## src/rtl/gbt_tx_frame_packer.sv

```systemverilog
// Packs 16-bit words into 84-bit GBT TX frames (type, seq, 64-bit payload, CRC-8).
// Optional macro GBT_TX_PACKER_CRC_EN enables the CRC-8 field; otherwise frame_o[7:0] is 8'h00.
module gbt_tx_frame_packer #(
  parameter logic [63:0] IDLE_PATTERN = 64'h0,
  parameter int          SEQ_W        = 8
) (
  input  logic        clk_40mhz,
  input  logic        reset_n,
  input  logic        link_ready_i,
  input  logic [15:0] word_i,
  input  logic        word_valid_i,
  input  logic        word_last_i,
  output logic        word_ready_o,
  output logic [83:0] frame_o,
  output logic        frame_is_data_o,
  output logic [31:0] frame_cnt_o
);

  localparam logic [1:0] TYPE_IDLE  = 2'b00;
  localparam logic [1:0] TYPE_FULL  = 2'b01;
  localparam logic [1:0] TYPE_SHORT = 2'b10;

`ifdef GBT_TX_PACKER_CRC_EN
  // CRC-8, poly 0x07, init 0, MSB first over the 76 header+payload bits
  function automatic logic [7:0] crc8(input logic [75:0] hdr);
    logic [7:0] c;
    logic       fb;
    c = 8'h00;
    for (int i = 75; i >= 0; i--) begin
      fb = c[7] ^ hdr[i];
      c  = {c[6:0], 1'b0} ^ (fb ? 8'h07 : 8'h00);
    end
    return c;
  endfunction
`endif

  function automatic logic [83:0] make_frame(input logic [75:0] hdr);
`ifdef GBT_TX_PACKER_CRC_EN
    return {hdr, crc8(hdr)};
`else
    return {hdr, 8'h00};
`endif
  endfunction

  localparam logic [83:0] RESET_FRAME = make_frame({TYPE_IDLE, 2'b00, 8'h00, IDLE_PATTERN});

  logic [1:0]       count_q, count_d;
  logic [15:0]      slot_q [4];
  logic [15:0]      slot_d [4];
  logic             pend_valid_q, pend_valid_d;
  logic [1:0]       pend_type_q, pend_type_d;
  logic [1:0]       pend_cnt_q, pend_cnt_d;
  logic [63:0]      pend_payload_q, pend_payload_d;
  logic [SEQ_W-1:0] seq_q, seq_d;
  logic [83:0]      frame_q, frame_d;
  logic             frame_is_data_q, frame_is_data_d;
  logic [31:0]      frame_cnt_q, frame_cnt_d;
  logic             accept;
  logic             drain;

  assign word_ready_o    = !pend_valid_q || link_ready_i;
  assign accept          = word_valid_i && word_ready_o;
  assign drain           = link_ready_i && pend_valid_q;
  assign frame_o         = frame_q;
  assign frame_is_data_o = frame_is_data_q;
  assign frame_cnt_o     = frame_cnt_q;

  // A draining pending frame may be replaced by a newly closed one on the same edge
  always_comb begin
    count_d        = count_q;
    slot_d         = slot_q;
    pend_valid_d   = pend_valid_q && !drain;
    pend_type_d    = pend_type_q;
    pend_cnt_d     = pend_cnt_q;
    pend_payload_d = pend_payload_q;
    if (accept) begin
      slot_d[count_q] = word_i;
      if (count_q == 2'd3 || word_last_i) begin
        pend_valid_d = 1'b1;
        pend_type_d  = (count_q == 2'd3) ? TYPE_FULL : TYPE_SHORT;
        pend_cnt_d   = count_q;
        for (int i = 0; i < 4; i++) begin
          pend_payload_d[63-16*i -: 16] = (2'(i) <= count_q) ? slot_d[i] : 16'h0000;
        end
        count_d = 2'd0;
      end else begin
        count_d = count_q + 2'd1;
      end
    end
  end

  always_comb begin
    seq_d       = seq_q;
    frame_cnt_d = frame_cnt_q;
    if (drain) begin
      frame_d         = make_frame({pend_type_q, pend_cnt_q, seq_q, pend_payload_q});
      frame_is_data_d = 1'b1;
      seq_d           = seq_q + SEQ_W'(1);
      frame_cnt_d     = frame_cnt_q + 32'd1;
    end else begin
      frame_d         = make_frame({TYPE_IDLE, 2'b00, seq_q, IDLE_PATTERN});
      frame_is_data_d = 1'b0;
    end
  end

  always_ff @(posedge clk_40mhz or negedge reset_n) begin
    if (!reset_n) begin
      count_q         <= 2'd0;
      for (int i = 0; i < 4; i++) slot_q[i] <= 16'h0000;
      pend_valid_q    <= 1'b0;
      pend_type_q     <= TYPE_IDLE;
      pend_cnt_q      <= 2'd0;
      pend_payload_q  <= 64'h0;
      seq_q           <= '0;
      frame_q         <= RESET_FRAME;
      frame_is_data_q <= 1'b0;
      frame_cnt_q     <= 32'd0;
    end else begin
      count_q         <= count_d;
      slot_q          <= slot_d;
      pend_valid_q    <= pend_valid_d;
      pend_type_q     <= pend_type_d;
      pend_cnt_q      <= pend_cnt_d;
      pend_payload_q  <= pend_payload_d;
      seq_q           <= seq_d;
      frame_q         <= frame_d;
      frame_is_data_q <= frame_is_data_d;
      frame_cnt_q     <= frame_cnt_d;
    end
  end

endmodule

```

## config.mk

```make
export PLATFORM = sky130hd
export DESIGN_NAME = gbt_tx_frame_packer
export DESIGN_NICKNAME = d
export VERILOG_FILES = /design/src/rtl/gbt_tx_frame_packer.sv
export SDC_FILE = /design/constraint.sdc
export NUM_CORES = 1
export LEC_CHECK = 0
export CORE_MARGIN = 2
export CORE_UTILIZATION = 54
export CTS_CLUSTER_DIAMETER = 100
export DETAILED_ROUTE_END_ITERATION = 10
export PLACE_DENSITY_LB_ADDON = 0.3
export SLEW_MARGIN = 20
export SYNTH_ARGS = -nofsm -noshare
export SYNTH_HDL_FRONTEND = slang
export SYNTH_SLANG_ARGS = --single-unit
```

## constraint.sdc

```tcl
create_clock -name clk_40mhz -period 2.21 [get_ports clk_40mhz]
set_input_delay 0.442 -clock clk_40mhz [delete_from_list [all_inputs] [get_ports clk_40mhz]]
set_output_delay 0.442 -clock clk_40mhz [all_outputs]
set_load 0.02 [all_outputs]
```

Word level (Yosys, flattened, before mapping)
Index checks and enable logic that the tools add are counted.
{ "word_totals": {"ff_bits": 260, "word_cells": 46, "input_bits": 21} }
{ "op_classes": {"n_mux": 13, "bitwise": 1, "n_reduce_logical": 9, "n_addsub": 3, "magnitude_cmp": 6, "eq_ne": 1} }
{ "ops": {"columns": ["cell", "count"], "rows": [
  ["$mux 84", 1],
  ["$mux 16", 5],
  ["$bwmux 64", 1],
  ["$add 32x1->32 const B", 1],
  ["$demux 16 s2", 1],
  ["$add 8x1->8 const B", 1],
  ["$le 1x2->1 const A", 2],
  ["$le 2x2->1 const A", 2],
  ["$logic_and 1x1->1", 4],
  ["$mux 2", 2],
  ["$ge 3x3->1 const B", 1],
  ["$lt 3x1->1 const B", 1],
  ["$mux 1", 3],
  ["$not 2->3", 1],
  ["$add 2x1->2 const B", 1],
  ["$eq 2x2->1 const B", 1],
  ["$logic_not 1->1", 2],
  ["$logic_or 1x1->1", 2],
  ["$reduce_and 2->1", 1]
]} }

Logic depth before layout (Yosys ltp)
Gate-level depths: netlist of run 1.
{ "logic_depth": {"ltp_word": 7, "ltp_mapped": 8, "ltp_nobuf": 5} }

Least setup slack after synthesis of run 1
Ideal clock, no wire load.
{ "synth_timing": {"path_kind": "input to register", "start": "input port link_ready_i", "end": "register slot_q[37] in the netlist's numbering", "t_required_ns": 2.085, "setup_slack_ns": 0.490, "t_arrival_ns": 1.595, "cell_stages": 7, "setup_time_ns": 0.125, "path_buffers": 3, "cell_sequence": "buf_6 nand2b_4 and2_4 buf_12 nand2_8 buf_6 mux2_2"} }
{ "synth_via": {"elab_chain_len": 2} }
{ "synth_rtl": {"columns": ["element", "line", "source"], "rows": [
  ["start, declared", "9", "input logic link_ready_i,"],
  ["$logic_or 1x1->1", "61", "assign word_ready_o = !pend_valid_q || link_ready_i;"],
  ["named net word_ready_o", "13", "output logic word_ready_o,"],
  ["$logic_and 1x1->1", "62", "assign accept = word_valid_i && word_ready_o;"],
  ["end signal, assigned", "120", "slot_q <= slot_d;"],
  ["end, declared", "48", "logic [15:0] slot_q [4];"]
]} }
The timed path passes the listed nets, and every way through them passes these cells.
A chain may end at the register's enable or synchronous reset.

Final worst setup path of run 1
{ "layout_timing": {"start": "register pend_valid_q", "end": "output port word_ready_o"} }
{ "layout_via": {"elab_chain_len": 2} }
{ "layout_rtl": {"columns": ["element", "line", "source"], "rows": [
  ["start, declared", "50", "logic pend_valid_q, pend_valid_d;"],
  ["start signal, assigned", "121", "pend_valid_q <= pend_valid_d;"],
  ["$logic_not 1->1", "61", null],
  ["$logic_or 1x1->1", "61", null],
  ["end, declared", "13", null]
]} }
Every way passes these cells.

==> insert_results.sql, run 1 <==
INSERT INTO impl_metrics (metric_group, metric, value, unit) VALUES
('outcome', 'outcome', 'complete, no violations', ''),
('timing', 'timing.setup.tns', '0', 'ns'),
('drt', 'route.detailed.vias_per_inst', '5.493', ''),
('setup_path', 'cp.required', '1.77', 'ns'),
('drt', 'route.vias.total', '5856', ''),
('setup_path', 'critPathLaunchType', 'flip-flop', ''),
('run', 'maxCapViolCount', '0', ''),
('synth', 'dominant_combinational_cell_family_by_area_after_synthesis', 'simple AND/OR/NAND/NOR gates', ''),
('power', 'power_spent_charging_and_discharging_nets', '3.448', 'mW'),
('drt', 'postRouteWirelength', '19.53', 'mm'),
('clock_network', 'h-tree-depth', '1', ''),
('worst_hold_path', 'hold_start', 'link_ready_i', ''),
('setup_path', 'worst-path-max-fanout', '5', ''),
('power', 'power_leakage', '5.524', 'nW'),
('synth', 'synth-warning-count', '0', ''),
('floorplanning', 'die_w', '134.8', 'um'),
('place', 'place_area', '10700', 'um2'),
('power', 'power.density', '1095', 'nW/um2'),
('floorplanning', 'die_h', '134.8', 'um'),
('cells_and_area', 'finalCoreUtilization', '69.53', '%'),
('clock_network', 'cts_setup_buffers', '0', ''),
('timing', 'slew_violations', '0', ''),
('timing', 'finalCriticalPeriod', '2.130', 'ns'),
('floorplanning', 'die_area', '18160', 'um2'),
('floorplanning', 'initial_core_util', '55.49', '%'),
('power', 'p_int', '9.217', 'mW'),
('power', 'post-layout-total-power', '12.67', 'mW'),
('cells_and_area', 'stdcell_count', '1066', ''),
('power', 'share_comb_of_total_power', '19.6', '%'),
('synth', 'post_synthesis_cells', '704', ''),
('setup_path', 'r2r-start', 'frame_cnt_o[0]', ''),
('clock_network', 'numClockSinks', '236', ''),
('timing', 'tightest_slew', '0.6675', 'ns'),
('synth', 'netlist.top_cell.by_area', 'dfrtp_1', ''),
('synth', 'synth_compound_area_share', '6.178', '%'),
('global_route', 'grt_pass1_wl', '31.92', 'mm'),
('cells_and_area', 'final_cell_area', '11570', 'um2'),
('worst_hold_path', 'holdCritPathClass', 'in2reg', ''),
('setup_path', 'worstSetupStartpoint', 'pend_valid_q', ''),
('synth', 'synthDominantCellAreaShare', '63.95', '%'),
('timing', 'fin_hold_ws', '0.3000', 'ns'),
('clock_network', 'cts-root-buf', 'clkbuf_16', ''),
('clock_network', 'tritoncts', 'built', ''),
('global_route', 'antenna_found_initial', '0', ''),
('synth', 'post_synth_adder_cell_area', '0.8129', '%'),
('synth', 'synthXorXnorAreaFrac', '3.604', '%'),
('power', 'netSwitchingFraction', '27.23', '%'),
('timing', 'timing.fmax', '0.4694', 'GHz'),
('drt', 'routedWlPerCell', '18.32', 'um'),
('clock_network', 'clkSlewWorstSetupHoldPaths', '0.05', 'ns'),
('setup_path', 'cp-end-kind', 'output port', ''),
('cells_and_area', 'antenna_cells_inserted', '0', ''),
('clock_network', 'clk_latency', '0.51', 'ns'),
('synth', 'post_synth_num_cell_types', '39', ''),
('power', 'power.ir.vdd_worst', '0.7374', 'mV'),
('cells_and_area', 'syn2layout_area_growth', '25.29', '%'),
('synth', 'synth.area.top_cells', 'dfrtp_1, mux2_2, and3_1, mux2i_1, xnor2_1', ''),
('place', 'post-dp-hpwl', '12.52', 'mm'),
('cells_and_area', 'drive_gt1_share', '14.42', '%'),
('cells_and_area', 'final_net_count', '856', ''),
('power', 'power_frac_seq', '46.6', '%'),
('drt', 'drt_iter0_markers', '314', ''),
('clock_network', 'tritoncts.num_buffers', '24', ''),
('synth', 'syn_area_per_cell', '13.12', 'um2'),
('timing', 'fin_worst_skew', '0.01228', 'ns'),
('global_route', 'groute.usage.overall', '22.23', '%'),
('drt', 'residual_drc_count', '0', ''),
('synth', 'post_synth_mux_area_share', '9.443', '%'),
('global_route', 'grt_remaining_overflow', '0', ''),
('timing', 'finalWorstSetupSlack', '0.07971', 'ns'),
('setup_path', 'worst-setup-path-type', 'reg2out', '');
[layout by cell type (no fill, tap or decap), types with 3 or more instances in the layout]
cell,n
clkdlybuf4s50_1,128
mux2_2,45
xor2_1,6
clkbuf_8,5
clkinv_2,6
inv_1,3
o31ai_1,16
nand3_1,14
nor2_1,7
mux2i_1,32
and3_1,73
mux2_4,3
dfrtp_1,235
ha_1,5
conb_1,8
o21ai_0,36
nand2_8,3
xnor2_1,32
bufinv_16,4
buf_4,11
clkbuf_16,25
nand4_1,11
a22o_1,16
nand2_1,70
buf_12,5
a22oi_1,15
and4_1,4
clkbuf_1,3
[power groups by stage]
stage	combinational [mW]	sequential [mW]	clock (mW)
2_1_floorplan	1.49	5.97	0
6_report	2.48	5.90	4.29
3_3_place_gp	2.39	5.88	0
4_1_cts	2.51	5.89	4.36
5_1_grt	2.72	6.00	4.57
3_5_place_dp	2.48	5.94	0
[critical path, stage by stage, from the launching register on]
cell and delay, ns:
dfrtp_2 0.46, nand2b_4 0.12, clkdlybuf4s50_1 0.60
[area by class of cell]
cell class	instances	area, um2
Inverter	3	11.26
Sequential cell	236	5907
Multi-Input combinational cell	417	3028
Tap cell	220	275.3
Clock inverter	10	150.1
Timing Repair Buffer	147	1494
Fill cell	1118	5071
Clock buffer	33	705.7
[final timing paths]
| path | endpoint | slack [ns] | cells past startpoint |
|---|---|---|---|
| max | word_ready_o | 0.08 | 2 |
| min | pend_valid_q | 0.30 | 3 |
| max reg2reg | frame_cnt_o[20] | 0.36 | 5 |
| min reg2reg | frame_o[79] | 0.41 | 0 |
| max in group asynchronous | frame_o[69] | 0.97 | 3 |
| min in group asynchronous | frame_o[57] | 0.51 | 2 |
[synthesized netlist by cell type]
| master | instances |
|---|---|
| o31ai_1 | 16 |
| xor2_1 | 6 |
| mux2_4 | 3 |
| xnor2_1 | 32 |
| nand2_1 | 70 |
| buf_6 | 6 |
| a21oi_1 | 2 |
| a22o_1 | 16 |
| and2_4 | 1 |
| nand3_2 | 2 |
| dfrtp_1 | 236 |
| conb_1 | 1 |
| nor4_4 | 2 |
| ha_1 | 6 |
| inv_1 | 3 |
| nand3_4 | 1 |
| or2_2 | 1 |
| buf_2 | 10 |
| a22oi_1 | 15 |
| nor3_1 | 2 |
| and2_0 | 1 |
| nor2_1 | 8 |
| mux2_2 | 45 |
| and3_1 | 73 |
| nand2_2 | 1 |
| and2_1 | 2 |
| nand3_1 | 14 |
| and4_1 | 4 |
| o21ai_0 | 36 |
| nand4_1 | 11 |
| and2_2 | 1 |
| buf_4 | 11 |
| buf_12 | 1 |
| nand2b_4 | 1 |
| mux2i_1 | 32 |
| nand2_8 | 3 |
| clkbuf_1 | 27 |
| a21o_1 | 1 |
| nand3b_1 | 1 |
[metal layers]
| metal | GRT usage, % | routed length [um] | up-vias |
|---|---|---|---|
| met3 | 3.228 | 970 | 37 |
| li1 | - | - | 2683 |
| met2 | 36.75 | 9666 | 162 |
| met4 | 7.427 | 461 | 0 |
| met1 | 30.63 | 8437 | 2974 |
| met5 | 0 | 0 | - |
[registers in the layout, indices dropped and copies added, names as in the netlist]
signal / flops
frame_o: 76
frame_is_data_o: 1
pend_cnt_q: 2
pend_type_q: 2
pend_valid_q: 1
slot_q: 48
frame_cnt_o: 32
pend_payload_q: 64
seq_q: 8
count_q: 2
[kinds of logic (layout without fill, tap and decap cells)]
logic type                 Yosys count  count (layout)
DFF                                236             236
AOI/OAI and AO/OA                   86              86
muxes                               80              80
xor gates and xnor gates            38              38
buffers and inverters               58             193
other                                1               8
and+or+nand+nor                    199             199
adders and majority gates            6               6
[repair_timing]
action,4_1_cts,5_1_grt
resized for setup,0,1
endpoints found under the hold margin,75,0
endpoints found under the setup margin,0,1
hold buffers,1,0
Note: power is estimated with default switching activity, not from simulation.
==> inputs of run 2 (changes only) <==
- HOLD_SLACK_MARGIN: unset -> 0.1
==> results of run 2 <==
The final DEF is identical to that of run 1; final timing and power are the same.
==> inputs of run 3 (changes only) <==
- ABC_CLOCK_PERIOD_IN_PS: unset -> 2210
==> results of run 3 <==
The final DEF is identical to that of run 1; final timing and power are the same.
